--- src/rtl/risc_spm_pkg.sv ---
// Shared definitions for the memory dump reader: default widths and FSM state encoding.
package risc_spm_pkg;

  localparam int WORD_SIZE = 8;
  localparam int ADDR_SIZE = 8;

  typedef enum logic [2:0] {
    ST_IDLE = 3'd0,
    ST_READ = 3'd1,
    ST_WAIT = 3'd2,
    ST_OUT  = 3'd3,
    ST_DONE = 3'd4
  } state_t;

endpackage

--- src/rtl/mem_dump_reader.sv ---
// Walks an inclusive (wrapping) address range, reads each memory word and presents
// it with its address on a valid/ready output port; pulses done after the last word.
module mem_dump_reader
  import risc_spm_pkg::*;
#(
  parameter int word_size = WORD_SIZE,
  parameter int addr_size = ADDR_SIZE
) (
  input  logic                 clk,
  input  logic                 rst,
  input  logic                 start,
  input  logic                 abort,
  input  logic [addr_size-1:0] first_addr,
  input  logic [addr_size-1:0] last_addr,
  output logic                 mem_rd,
  output logic [addr_size-1:0] mem_addr,
  input  logic [word_size-1:0] mem_data,
  output logic [word_size-1:0] dout,
  output logic [addr_size-1:0] dout_addr,
  output logic                 dout_valid,
  input  logic                 dout_ready,
  output logic                 busy,
  output logic                 done
);

  state_t               r_state;
  logic [addr_size-1:0] r_cur_addr;
  logic [addr_size-1:0] r_end_addr;
  logic [addr_size-1:0] r_dout_addr;
  logic [word_size-1:0] r_dout;
  logic                 r_mem_rd;
  logic                 r_dout_valid;
  logic                 r_busy;
  logic                 r_done;

  logic                 w_xfer;
  logic                 w_last;

  assign w_xfer = r_dout_valid && dout_ready;
  assign w_last = (r_cur_addr == r_end_addr);

  // NOTE: all state and registered outputs use non-blocking assignments so every
  // register samples pre-edge values; one-cycle strobes default low each cycle.
  always_ff @(posedge clk or negedge rst) begin
    if (!rst) begin
      r_state      <= ST_IDLE;
      r_cur_addr   <= '0;
      r_end_addr   <= '0;
      r_dout_addr  <= '0;
      r_dout       <= '0;
      r_mem_rd     <= 1'b0;
      r_dout_valid <= 1'b0;
      r_busy       <= 1'b0;
      r_done       <= 1'b0;
    end else begin
      r_mem_rd <= 1'b0;
      r_done   <= 1'b0;
      if (abort && (r_state != ST_IDLE)) begin
        // Abort beats a simultaneous transfer and suppresses the done pulse.
        r_state      <= ST_IDLE;
        r_dout_valid <= 1'b0;
        r_busy       <= 1'b0;
      end else begin
        case (r_state)
          ST_IDLE: begin
            if (start) begin
              r_cur_addr <= first_addr;
              r_end_addr <= last_addr;
              r_mem_rd   <= 1'b1;
              r_busy     <= 1'b1;
              r_state    <= ST_READ;
            end
          end
          ST_READ: begin
            r_state <= ST_WAIT;
          end
          ST_WAIT: begin
            r_dout       <= mem_data;
            r_dout_addr  <= r_cur_addr;
            r_dout_valid <= 1'b1;
            r_state      <= ST_OUT;
          end
          ST_OUT: begin
            if (w_xfer) begin
              r_dout_valid <= 1'b0;
              if (w_last) begin
                r_done  <= 1'b1;
                r_state <= ST_DONE;
              end else begin
                r_cur_addr <= r_cur_addr + 1'b1;
                r_mem_rd   <= 1'b1;
                r_state    <= ST_READ;
              end
            end
          end
          ST_DONE: begin
            r_busy  <= 1'b0;
            r_state <= ST_IDLE;
          end
          default: begin
            r_busy  <= 1'b0;
            r_state <= ST_IDLE;
          end
        endcase
      end
    end
  end

  assign mem_rd     = r_mem_rd;
  assign mem_addr   = r_cur_addr;
  assign dout       = r_dout;
  assign dout_addr  = r_dout_addr;
  assign dout_valid = r_dout_valid;
  assign busy       = r_busy;
  assign done       = r_done;

endmodule

--- config.mk ---
export PLATFORM = sky130hd
export DESIGN_NAME = mem_dump_reader
export DESIGN_NICKNAME = d
export VERILOG_FILES = /design/src/rtl/risc_spm_pkg.sv /design/src/rtl/mem_dump_reader.sv
export SDC_FILE = /design/constraint.sdc
export NUM_CORES = 1
export LEC_CHECK = 0
export CORE_ASPECT_RATIO = 1.1
export CORE_MARGIN = 3
export CORE_UTILIZATION = 50
export CTS_CLUSTER_DIAMETER = 100
export DETAILED_ROUTE_END_ITERATION = 10
export PLACE_DENSITY_LB_ADDON = 0.12
export SLEW_MARGIN = 10
export SYNTH_ARGS = -nofsm -noshare
export SYNTH_HDL_FRONTEND = slang
export SYNTH_SLANG_ARGS = --single-unit
--- constraint.sdc ---
create_clock -name clk -period 4.1 [get_ports clk]
set_input_delay 1.025 -clock clk [delete_from_list [all_inputs] [get_ports clk]]
set_output_delay 1.025 -clock clk [all_outputs]
set_load 0.02 [all_outputs]
==> impl_metrics.tcl <==
set metrics [dict create \
    outcome "complete, no violations" \
    use_met2_pct 33.9 \
    max_cap_violations 0 \
    worst_ir_drop_vdd_mv 0.374 \
    reg2regPathDepth 4 \
    cp_num_buf_inv 1 \
    yosys-top-cells-area "dfrtp_1 (53%), nand2_1 (8.2%), mux2_1 (6.2%)" \
    cts-buffers-inserted 5 \
    ctsHoldBuffers 0 \
    final_max_slew_viol_count 0 \
    holdPathEnd "dout[4]$_DFFE_PN0P_" \
    dp_slack_ns 1.13 \
    r2r_setup_slack_ns 1.93 \
    finalCriticalPeriod_ns 2.60 \
    antenna_found_initial 0 \
    global_route.usage.total_pct 20.7 \
    tritoncts "done" \
    detailroute.via_count 1463 \
    postCtsSetupBuffers 0 \
    regToRegStartpoint "r_state[0]$_DFFE_PN0P_" \
    async_flop_share_pct 100 \
    r2r-end "mem_addr[5]$_DFFE_PN0P_" \
    yosys.area.top_type "dfrtp_1" \
    relSlewSlack_pct 27.2 \
    synth-edff-count 0 \
    synthFlopType "dfrtp_1" \
    gr-usage-met3_pct 5.35 \
    maximum_number_of_pins_on_one_net_before_global_route_repair 40 \
    ant_nets 0 \
    finalClockSkew_ns 0.00759 \
    layout-drive-gt1-share_pct 9.13 \
    yosys_register_bits 39 \
    total_half_perimeter_wirelength_after_legalization_and_detailed_placement_um 3000 \
    rsz0062_at_grt "no" \
    totalWireLength_um 4160 \
    placed_area_sq_um 2400 \
    floorplan.rows 22 \
    first_pass_grt_wire_length_um 7190 \
    antenna-diode-count 0 \
    clock_sink_count 39 \
    critical_path_class "flip-flop to primary output" \
    detail_route.drc_violations 0 \
    worst_path_largest_cell_delay_ns 0.68 \
    ys_seq_area_share_pct 53.4 \
    synth_warnings 0 \
    die_h_um 69.4 \
    sequential_cell_area_sq_um 976 \
    fin_area_sq_um 2450 \
    chipWidth_um 63.7 \
    global_route.overflow_total 0 \
    finalHoldViolCount 0 \
    synth_largest_type_area_fraction_pct 53.4 \
    count_of_boundary_i_o_pins 57 \
    clk_root_buffer_cell "clkbuf_4" \
    worst-endpoint-arrival_ns 1.58 \
    report.final.setup_viol 0 \
    path_max_fanout 9 \
    syn_avg_cell_area_sq_um 10.5 \
    grt-busiest-layer "met2" \
    total_power_w 0.00162 \
    timing.fmax_mhz 384 \
    timing.final.crit_share_pct 63.5 \
    worst_hold_startpoint "dout[4]$_DFFE_PN0P_" \
    place_congestion 0.843 \
    synth.lib_cells_used.distinct 38 \
    static-leakage-power_nw 1.04 \
    fillCellCount 290 \
    post-route-worst-setup-slack_ns 1.50 \
    worst_pin_slew_ns 1.09 \
    initial_core_utilization_pct 53.6 \
    worstHoldPathCells 1 \
    tns_ns 0 \
    wl_per_cell_um 14.9 \
    first_global_vias 1512 \
    path_clk_slew_ns 0.10 \
    hp_class "flip-flop to flip-flop" \
    powerDensity_nw_per_um2 661 \
    critPathCaptureType "primary output" \
    ctsResizeCount 0 \
    cts-root-to-sink-buffers 2 \
    vias_per_inst 5.26 \
    syn-cell-area_sq_um 1830 \
    design.die.area_sq_um 4420 \
    m1_gr_usage_pct 25.9 \
    design.final.nets 259 \
    worstPathRequired_ns 3.07 \
    core_area_sq_um 3410 \
    cts_max_level 2 \
    multi_input_logic_area_sq_um 796 \
    total_nets_after_synthesis 205 \
    timing.critical_path.from "mem_addr[4]$_DFFE_PN0P_" \
    layout-area-overhead-vs-synth_pct 34.1 \
    crit_chain "clkdlybuf4s50_1" \
    first_pass_iters 5 \
    start_kind "flip-flop" \
    crit_path_top_delay_cell "clkdlybuf4s50_1" \
    clock_latency_ns 0.34 \
    critical_path.top_delay_family "buffers and inverters" \
    synthesized_instance_count 175 \
    io_buffer_count 56 \
    drt_iter0_drcs 133 \
]
==> Yosys cell counts, types with 2 or more instances <==
cell,number
nand2_1,40
inv_2,2
o21ai_0,7
inv_1,2
a21oi_1,6
mux2_1,10
nor3_1,3
a32o_1,2
o31ai_1,2
nor2_1,8
dfrtp_1,39
xor2_1,8
mux2_2,6
clkbuf_1,4
buf_2,4
o221ai_1,2
nand3_1,8
nor4_2,2
==> metal layers <==
layer  routed length (um)  vias to the layer above  part of all wire (%)
met5                    0                        -                     0
met4                   56                        0                   1.3
met3                  225                        5                   5.4
met2                 2110                       49                    51
met1                 1760                      694                    42
li1                     -                      715                     -
==> state kept, by name, indices dropped and copies added (netlist names) <==
name	cells
dout	8
dout_addr	8
mem_addr	8
r_end_addr	8
r_state	3
busy	1
done	1
dout_valid	1
mem_rd	1
==> how the worst max path moves through the flow <==
stage	cells after the start	end	slack (ns)
2_1_floorplan	5	mem_addr[7]$_DFFE_PN0P_	1.84
3_3_place_gp	3	dout[1]$_DFFE_PN0P_	1.21
3_5_place_dp	3	dout_addr[7]$_DFFE_PN0P_	1.13
4_1_cts	3	dout[7]$_DFFE_PN0P_	1.51
5_1_grt	3	dout_addr[7]$_DFFE_PN0P_	1.42
6_report	1	mem_addr[4]	1.50
==> cell families after synthesis <==
group,count (synthesis),synth area share [%]
simple gates,70,18.5
flops,39,53.4
compound gates,28,10.6
mux,16,9.85
buf+inv,13,3.15
xor+xnor,8,3.83
fa+ha+maj,1,0.684
==> where the power goes <==
group | switching, W | internal, W | total, W
Sequential | 0.000158 | 0.000535 | 0.000693
Clock | 0.000119 | 0.0000669 | 0.000185
Combinational | 0.000367 | 0.000374 | 0.000742
Total | 0.000644 | 0.000976 | 0.00162
==> placed cells by master, fill, tap and decap left out, drive strengths merged, types with 2 or more instances in the layout <==
cell	n
mux2	16
nand3	8
nor3	3
inv	4
clkdlybuf4s50	55
dfrtp	39
clkbuf	7
o31ai	2
nor4	4
a21oi	7
o221ai	2
nor2	9
a32o	2
nand2	40
o21ai	8
xor2	8
==> cell type report <==
class / instances / area share, %
clock buffer: 7 / 1.84
clock inverter: 1 / 0.204
inverter: 4 / 0.612
multi-input combinational: 123 / 32.4
sequential: 39 / 39.8
tap: 48 / 2.45
timing repair buffer: 56 / 22.7
==> through the flow <==
step / utilization (%) / hold slack, ns / std cells
6_report: 71.8 / 0.500 / 278
3_3_place_gp: 70.4 / 0.469 / 270
3_5_place_dp: 70.4 / 0.478 / 270
4_1_cts: 71.8 / 0.504 / 278
5_1_grt: 71.8 / 0.532 / 278
2_1_floorplan: - / 0.465 / 175
(Power assumes the default switching activity.)
==> RTL edit 1 (config.mk and constraints unchanged) <==
Reset style: synchronous (`rst`), changed in one clocked block.
--- a/src/rtl/mem_dump_reader.sv
+++ b/src/rtl/mem_dump_reader.sv
@@ -41,7 +41,7 @@
 
   // NOTE: all state and registered outputs use non-blocking assignments so every
   // register samples pre-edge values; one-cycle strobes default low each cycle.
-  always_ff @(posedge clk or negedge rst) begin
+  always_ff @(posedge clk) begin
     if (!rst) begin
       r_state      <= ST_IDLE;
       r_cur_addr   <= '0;
Check against the original RTL: differs if rst is asserted again (counterexample within 4 cycles, from zero or initial values and one cycle with rst low); with rst held inactive, the same outputs for 10 cycles.
==> RTL edit 1 against the unedited design <==
  * Design area is 3.7% lower
  * Via count up 17%
  * Cell count up 14%
  * Sequential share of layout area shrank 6.7 points
  * Critical path depth up 5
  * Sequential cell count is the same
  * Area after synthesis decreased by 4.9%
  * Wire length fell by 1.4%
  * Clock skew decreased by 0.0038 ns
  * Setup slack got worse by 0.33 ns
  * Critical endpoint is now mem_addr[0]
  * Largest cell class is now multi-input gates
  * Highest routed layer unchanged
Power is not compared: it rests on default switching activity, and its combinational part moved more than twofold at a synthesized area within 25%.
==> RTL edit 1: results <==
final_layout:
  final.fill_count: 264
  drive_above_1_share: 0.0554
  final_cells: 317
critical_path:
  startpoint: "start"
  cpMaxStageDelayCell: "or4b_1"
  r2r-end: "mem_addr[6]"
  critPathArrivalTime_ns: 3.19
  critPathTopFamily: "simple AND/OR/NAND/NOR gates"
  crit_fanout: 11
  slowest_delay_ns: 0.63
grt:
  grt_max_degree: 27
  grt_pass1_vias: 1617
  grtUsageMet2: 0.376
yosys:
  ys.flop_type: "dfxtp_1"
  synth_common_cells: "nand2_1 (61), dfxtp_1 (39), a21oi_1 (33), nor2_1 (15), clkbuf_1 (13)"
  synthArstFlopShare: 0
  synth_nets: 253
  synthDistinctLibCells: 37
min_path:
  hold_path_end: "dout_addr[2]"
  worstHoldPathCells: 2
  hold_path.startpoint: "dout_addr[2]"
placement:
  placed_cell_area_sq_um: 2290
  dpl.cell_count: 309
  hpwl_um: 3010
  gp_congestion: 0.849
timing:
  worstMarginPinSlew_ns: 0.773
  hold_ws_ns: 0.458
drt:
  met2_length_um: 2050
  firstDrtPassIters: 4
  num_vias: 1719
status:
  status: "complete, no violations"
RTL edit 1: power groups by stage:
| stage | clock network, mW | logic, mW | registers (mW) |
|---|---|---|---|
| 2_1_floorplan | 0 | 0.118 | 0.453 |
| 3_5_place_dp | 0 | 0.201 | 0.450 |
| 5_1_grt | 0.244 | 0.223 | 0.447 |
| 4_1_cts | 0.228 | 0.202 | 0.441 |
| 3_3_place_gp | 0 | 0.197 | 0.450 |
| 6_report | 0.222 | 0.200 | 0.442 |
RTL edit 1: final cells by class:
cell class              count  area (sq um)  share of cell area
flip-flops and latches     39           781               0.331
inverters                   1          3.75             0.00159
multi-input cells         166           883               0.374
clock buffers               8          68.8              0.0291
well taps                  46          57.6              0.0244
repair buffers             57           568               0.240
RTL edit 1: cells by family after synthesis:
group	count (synthesis)	synth area share
AOI/OAI and AO/OA	53	0.185
buffers and inverters	18	0.0468
and+or+nand+nor	103	0.266
xor gates and xnor gates	8	0.0403
DFF	39	0.449
muxes	1	0.00576
adders and majority gates	1	0.00719
==> RTL edit 2 (same flow settings) <==
Made on the original files. `WORD_SIZE`: 8 -> 16.
--- a/src/rtl/risc_spm_pkg.sv
+++ b/src/rtl/risc_spm_pkg.sv
@@ -1,7 +1,7 @@
 // Shared definitions for the memory dump reader: default widths and FSM state encoding.
 package risc_spm_pkg;
 
-  localparam int WORD_SIZE = 8;
+  localparam int WORD_SIZE = 16;
   localparam int ADDR_SIZE = 8;
 
   typedef enum logic [2:0] {
Ports: changed (resized dout and mem_data); port bits go from 57 to 73. No check against the original RTL was run, so the function may have changed too.
==> RTL edit 2 against the unedited design <==
  * Combinational power increased by 52%
  * Area after synthesis increased by 21%
  * Worst hold slack improved by 0.0037 ns
  * Total power increased by 46%
  * Wire length rose by 18%
  * Sequential cell count up 8
  * Register-to-register slack gained 0.25 ns
  * Design area increased by 24%
  * Sequential share of layout area is 1.1 points lower
  * Setup slack better by 0.066 ns
  * Critical path depth did not move
  * Count of clock-buffer cells in the layout decreased by 1
  * Cell count up 13%
  * Highest routed layer unchanged
==> RTL edit 2: results <==
grt:
  grt_pass1_vias: 1624
  grt_max_degree: 48
  grt_antenna_before_repair: 0
  track_usage: 0.197
  grt_pass1_wl_um: 8080
drt:
  firstDrtPassIters: 4
  wl_um: 4890
  vias_per_cell: 5.39
  drt_iter0_markers: 139
final_layout:
  drive_above_1_share: 0.172
  nets: 298
yosys:
  synthDistinctLibCells: 41
  synth_common_cells: "dfrtp_1 (47), nand2_1 (36), mux2_2 (23), xor2_1 (8)"
  ys_seq_area_frac: 0.531
  synthTopCellsByArea: "dfrtp_1 (53%), mux2_2 (12%), nand2_1 (6.1%)"
  synthArstFlopShare: 1.00
  synth_nets: 229
  syn_inst: 191
critical_path:
  crit_fanout: 10
  critPathArrivalTime_ns: 1.51
cts:
  cts_root_buf: "clkbuf_8"
  clk_latency_ns: 0.30
  ctsResizeCount: 0
  clkTransAtPathRegs_ns: 0.08
  cts_buffer_depth: 2
placement:
  hpwl_um: 3520
  gp_congestion: 0.843
  placed_cell_area_sq_um: 2920
  port_buffers: 72
pwr:
  peakVddDrop_mv: 0.462
  power.leakage_nw: 1.28
status:
  status: "complete, no violations"
timing:
  finClkSkew_ns: 0.0111
  relSlewSlack: 0.305
floorplan:
  fp-row-count: 24
-- RTL edit 2: power by group --
part | internal (mW) | switching, mW
clock | 0.197 | 0.154
combinational | 0.570 | 0.560
sequential | 0.679 | 0.210
-- RTL edit 2: area by class of cell --
type                       instances  area, sq um
clock inverter                     2         35.0
tap                               52         65.1
timing repair buffer              74          731
multi-input combinational        129          941
clock buffer                       6         82.6
inverter                           3         11.3
fill                             298         1070
sequential                        47         1180
-- RTL edit 2: stage by stage --
step           setup slack [ns]  power (mW)  utilization  instances
2_1_floorplan              1.98        1.56            -        191
5_1_grt                    1.48        2.53        0.739        313
4_1_cts                    1.55        2.39        0.739        313
3_5_place_dp               1.38        2.03        0.711        305
3_3_place_gp               1.40        2.01        0.711        305
6_report                   1.56        2.37        0.739        313
-- RTL edit 2: worst paths after layout --
check                               from  slack, ns  cells past startpoint            end
hold / removal             r_end_addr[6]       0.50                      2  r_end_addr[6]
setup / recovery             mem_addr[3]       1.56                      1    mem_addr[3]
min in group asynchronous            rst       0.91                      1  r_end_addr[3]
hold reg to reg            r_end_addr[6]       0.50                      2  r_end_addr[6]
setup reg to reg              r_state[0]       2.18                      5    mem_addr[0]
max in group asynchronous            rst       2.55                      1    mem_addr[6]
-- RTL edit 2: cells by family (layout without fill, tap and decap cells) --
| logic type | after synthesis | after routing | share of synthesized area |
|---|---|---|---|
| DFF | 47 | 47 | 0.531 |
| xor gates and xnor gates | 8 | 8 | 0.0317 |
| muxes | 25 | 25 | 0.127 |
| and+or+nand+nor | 66 | 66 | 0.172 |
| buffers and inverters | 15 | 85 | 0.0435 |
| adders and majority gates | 1 | 1 | 0.00565 |
| AOI/OAI and AO/OA | 29 | 29 | 0.0888 |
-- RTL edit 2: metal layers --
layer,vias to the layer above,global-route usage,wire [um]
met5,-,0,0
met4,0,0.0586,42
met3,5,0.0686,365
met2,63,0.321,2450
met1,808,0.252,2040
li1,811,-,-
